### config.mk
export PLATFORM = sky130hd
export DESIGN_NAME = vector_gates_stream
export DESIGN_NICKNAME = d
export VERILOG_FILES = /design/src/rtl/vector_gates_stream.sv
export SDC_FILE = /design/constraint.sdc
export NUM_CORES = 1
export LEC_CHECK = 0
export CAP_MARGIN = 25
export CORE_ASPECT_RATIO = 0.6
export CORE_MARGIN = 5
export CORE_UTILIZATION = 56
export CTS_CLUSTER_SIZE = 20
export DETAILED_ROUTE_END_ITERATION = 10
export PLACE_DENSITY = 0.9
export SYNTH_ARGS = -nofsm -noshare
export SYNTH_HDL_FRONTEND = slang
export SYNTH_SLANG_ARGS = --single-unit
### constraint.sdc
create_clock -name clk -period 4.3 [get_ports clk]
set_input_delay 0.43 -clock clk [delete_from_list [all_inputs] [get_ports clk]]
set_output_delay 0.43 -clock clk [all_outputs]
set_load 0.03 [all_outputs]
### src/rtl/vector_gates_stream.sv
// Streaming vector-gate unit: per-beat bitwise/logical/inverted results with an OR-accumulate
// mode, buffered in a 2-entry FIFO behind valid/ready handshakes on both sides.

module vgs_lane (
    input  logic       a,
    input  logic       b,
    input  logic       acc,
    input  logic [1:0] op,
    output logic       y
);
    always_comb begin
        y = 1'b0;
        case (op)
            2'd0:    y = a | b;
            2'd1:    y = a & b;
            2'd2:    y = a ^ b;
            default: y = acc | a | b;
        endcase
    end
endmodule

module vector_gates_stream #(
    parameter int WIDTH = 3
) (
    input  logic                 clk,
    input  logic                 rst_n,
    input  logic                 in_valid,
    output logic                 in_ready,
    input  logic [WIDTH-1:0]     in_a,
    input  logic [WIDTH-1:0]     in_b,
    input  logic [1:0]           in_op,
    input  logic                 in_last,
    output logic                 out_valid,
    input  logic                 out_ready,
    output logic [WIDTH-1:0]     out_bitwise,
    output logic                 out_logical,
    output logic [2*WIDTH-1:0]   out_not,
    output logic                 out_last
);
    typedef struct packed {
        logic [WIDTH-1:0]   bitwise;
        logic               logical;
        logic [2*WIDTH-1:0] nots;
        logic               last;
    } beat_t;

    beat_t            mem [2];
    beat_t            beat;
    beat_t            head;
    logic             wr_ptr, rd_ptr;
    logic [1:0]       count;
    logic [WIDTH-1:0] acc;
    logic [WIDTH-1:0] bw;
    logic             accept, pop;

    // Handshake flags come only from the registered count, never from out_ready.
    assign in_ready  = (count != 2'd2);
    assign out_valid = (count != 2'd0);
    assign accept    = in_valid & in_ready;
    assign pop       = out_valid & out_ready;

    for (genvar i = 0; i < WIDTH; i++) begin : g_lane
        vgs_lane u_lane (
            .a   (in_a[i]),
            .b   (in_b[i]),
            .acc (acc[i]),
            .op  (in_op),
            .y   (bw[i])
        );
    end

    always_comb begin
        beat         = '0;
        beat.bitwise = bw;
        beat.nots    = {~in_b, ~in_a};
        beat.last    = in_last;
        case (in_op)
            2'd0:    beat.logical = (|in_a) | (|in_b);
            2'd1:    beat.logical = (|in_a) & (|in_b);
            2'd2:    beat.logical = (|in_a) ^ (|in_b);
            default: beat.logical = |bw;
        endcase
    end

    always_ff @(posedge clk or negedge rst_n) begin
        if (!rst_n) begin
            mem[0] <= '0;
            mem[1] <= '0;
            wr_ptr <= 1'b0;
            rd_ptr <= 1'b0;
            count  <= 2'd0;
            acc    <= '0;
        end else begin
            if (accept) begin
                mem[wr_ptr] <= beat;
                wr_ptr      <= ~wr_ptr;
                if (in_op == 2'd3)
                    acc <= in_last ? '0 : (acc | in_a | in_b);
            end
            if (pop)
                rd_ptr <= ~rd_ptr;
            case ({accept, pop})
                2'b10:   count <= count + 2'd1;
                2'b01:   count <= count - 2'd1;
                default: count <= count;
            endcase
        end
    end

    assign head        = mem[rd_ptr];
    assign out_bitwise = head.bitwise;
    assign out_logical = head.logical;
    assign out_not     = head.nots;
    assign out_last    = head.last;
endmodule

==> metrics.cfg <==
[outcome]
status = complete, no violations

[final_layout]
diodes = 0
layout.cells.non_filler = 208
finalNetCount = 199
synthToLayoutAreaGrowth_pct = 23.5
drive_gt1_share_pct = 15.3

[drt]
vias = 1179
route.antenna.remaining_nets = 0
wl_per_cell_um = 16.5
dr.pass1.iters = 4
dr.first_iter.drc_count = 84
totalWireLength_mm = 3.42
drc = 0
via_per_inst = 5.67

[cts]
clkTransAtPathRegs_ns = 0.07
clockRootBuffer = clkbuf_8
cts_resized = 0
cts_tree = yes
cts_setup_buffers = 0
clk_latency_ns = 0.29
clock_path_buffers = 2
holdBufCountCts = 0
cts_inserted_buffers = 5
cts_htree_levels = 2
cts.sinks = 29

[critical_path]
critPathSlowestCell = dfrtp_1
path_cells = mux2_2 -> clkdlybuf4s50_1
worst_r2r_endpoint = mem[7]
r2r_slack_ns = 2.46
cp.arrival_ns = 2.00
critPathCaptureType = output pin
required_ns = 3.87
cp_top_family = flip-flops
cp_num_buf_inv = 1
crit_type = reg -> out
critPathLaunchType = flop
cp_slowest_stage_delay_ns = 0.70
r2r_start = count[0]
r2r_cells = 4
cp_max_fo = 12

[floorplanning]
chipWidth_um = 77.2
io_pins = 26
die-area_sq_um = 3890
die_h_um = 50.3
start_util_pct = 59.8
core_sq_um = 2540
placementRows = 14

[grt]
grt_usage_pct = 19.8
grt_pass1_wl_mm = 5.91
grt_overflow = 0
grt_pass1_vias = 1213
antenna_found_initial = 0
grt_max_degree = 30

[pwr]
clock_power_share_pct = 15.3
powerDensity_nw_per_um2 = 772
comb_power_share_pct = 49.5
leakagePower_nw = 0.869
switching_share_pct = 41.5
p_int_uw = 846
p_seq_share_pct = 35.2
peakVddDrop_uv = 344
p_sw_uw = 601

[placed_design]
dp.cells = 200
pre_cts_ws_ns = 2.06
io_buffer_count = 25
gp_congestion = 0.949
dp_hpwl_mm = 2.45

[logic_synthesis]
synth-compound-area-share_pct = 14.1
syn_area_per_cell_sq_um = 10.3
synth_top_family_by_area = compound AO/OA/AOI/OAI gates
syn_nets = 172
syn_area_sq_um = 1520
ys_seq_area_share_pct = 47.8
netlist_instances = 148
synthAdderAreaFrac_pct = 9.07
synthXorXnorAreaFrac_pct = 2.31
synth_cell_types = 26
ys_warn_count = 0
synth-simple-area-share_pct = 12.4
synthMuxAreaShare_pct = 11.0
ys_ff_latch = 29

[timing]
setup_viol = 0
rsz0062_at_grt = false
finalSetupTns_ns = 0
maxSlewViolCount = 0
max_slew_margin_pct = 47.4
hold_viol = 0
period_share_pct = 56.6
skew_ns = 0.00860
fin_crit_ns = 2.43
worst_pin_slew_ns = 0.787
fmax_ghz = 0.411
whs_ns = 0.480
layout_setup_ws_ns = 1.87

[worst_hold_path]
min_path_type = reg -> reg
holdPathEnd = mem[2]
min_from = mem[2]
hold-path-cell-count = 2

[flow_run]
max-cap-violations = 0

[synthesized netlist by cell type]
cell type / number / area (sq um)
buf_2: 4 / 20.0
nand2_1: 28 / 105
inv_1: 6 / 22.5
a211oi_1: 2 / 15.0
nor3_1: 1 / 5.00
dfrtp_1: 29 / 726
nand3_1: 1 / 5.00
or3_2: 1 / 7.51
clkbuf_1: 2 / 7.51
o21ai_0: 18 / 90.1
o211ai_1: 1 / 7.51
nand2b_4: 1 / 13.8
or2_2: 2 / 12.5
xor2_1: 2 / 17.5
nor2_1: 1 / 3.75
xnor2_1: 2 / 17.5
mux2_2: 13 / 146
a211o_1: 3 / 26.3
a21oi_1: 9 / 45.0
and3_1: 1 / 6.26
mux2i_1: 2 / 20.0
a22oi_1: 4 / 30.0
or2_1: 2 / 12.5
nand3b_2: 1 / 11.3
and2_1: 1 / 6.26
ha_1: 11 / 138
[per-layer routing]
metal / vias to the layer above / share of wire, % / GRT usage (%)
met2: 34 / 49 / 30.9
li1: 564 / - / -
met1: 575 / 44 / 25.2
met4: 0 / 1.4 / 6.29
met5: - / 0 / 0
met3: 6 / 5.5 / 8.21
[power groups by stage]
stage | clock network (mW) | logic [mW] | registers, mW
global route | 0.245 | 0.768 | 0.523
floorplan | 0 | 0.501 | 0.467
detailed placement | 0 | 0.714 | 0.513
finish | 0.221 | 0.716 | 0.509
CTS | 0.223 | 0.721 | 0.510
global placement | 0 | 0.689 | 0.497
[sequential cells by signal, summed over array words and instances, names as in the netlist]
name and count:
wr_ptr 1, count 2, rd_ptr 1, acc 3
mem 22
[worst max-delay path by stage]
stage / from / to / slack, ns / depth (start not counted)
finish: rd_ptr / out_not[5] / 1.87 / 2
CTS: rd_ptr / out_not[5] / 1.86 / 2
floorplan: in_a[0] / mem[18] / 2.66 / 6
global placement: in_a[1] / mem[7] / 2.13 / 7
detailed placement: in_a[1] / mem[7] / 2.06 / 7
global route: rd_ptr / out_not[2] / 1.82 / 2
[final cells by class]
cell class / count / area (sq um)
Timing Repair Buffer: 26 / 258
Clock buffer: 5 / 68.8
Sequential cell: 29 / 726
Inverter: 6 / 22.5
Tap cell: 32 / 40.0
Fill cell: 167 / 666
Multi-Input combinational cell: 107 / 742
Clock inverter: 3 / 17.5
[cell families after synthesis]
group	Yosys count
compound gates	37
xor+xnor	4
fa+ha+maj	11
buf+inv	12
flops	29
mux	15
simple gates	40
[worst min-delay path: cells and delay by family (launching register included)]
kind,cells,cell delay [ns]
DFF,1,0.34
AOI/OAI and AO/OA,1,0.06
and+or+nand+nor,1,0.05
[cells in the final DEF, fill, tap and decap left out, types with 3 or more instances in the layout]
| master | n |
|---|---|
| dfrtp_1 | 29 |
| nand2_1 | 28 |
| clkdlybuf4s50_1 | 25 |
| o21ai_0 | 18 |
| mux2_2 | 13 |
| ha_1 | 11 |
| a21oi_1 | 9 |
| inv_1 | 6 |
| clkbuf_8 | 5 |
| a22oi_1 | 4 |
| a211o_1 | 3 |
[through the flow]
step / total power, mW / area [sq um] / util (%)
2_1_floorplan: 0.968 / 1520 / -
3_3_place_gp: 1.19 / 1790 / 70.4
3_5_place_dp: 1.23 / 1790 / 70.4
4_1_cts: 1.45 / 1870 / 73.8
5_1_grt: 1.54 / 1870 / 73.8
6_report: 1.45 / 1870 / 73.8
Note: power is estimated with default switching activity, not from simulation.
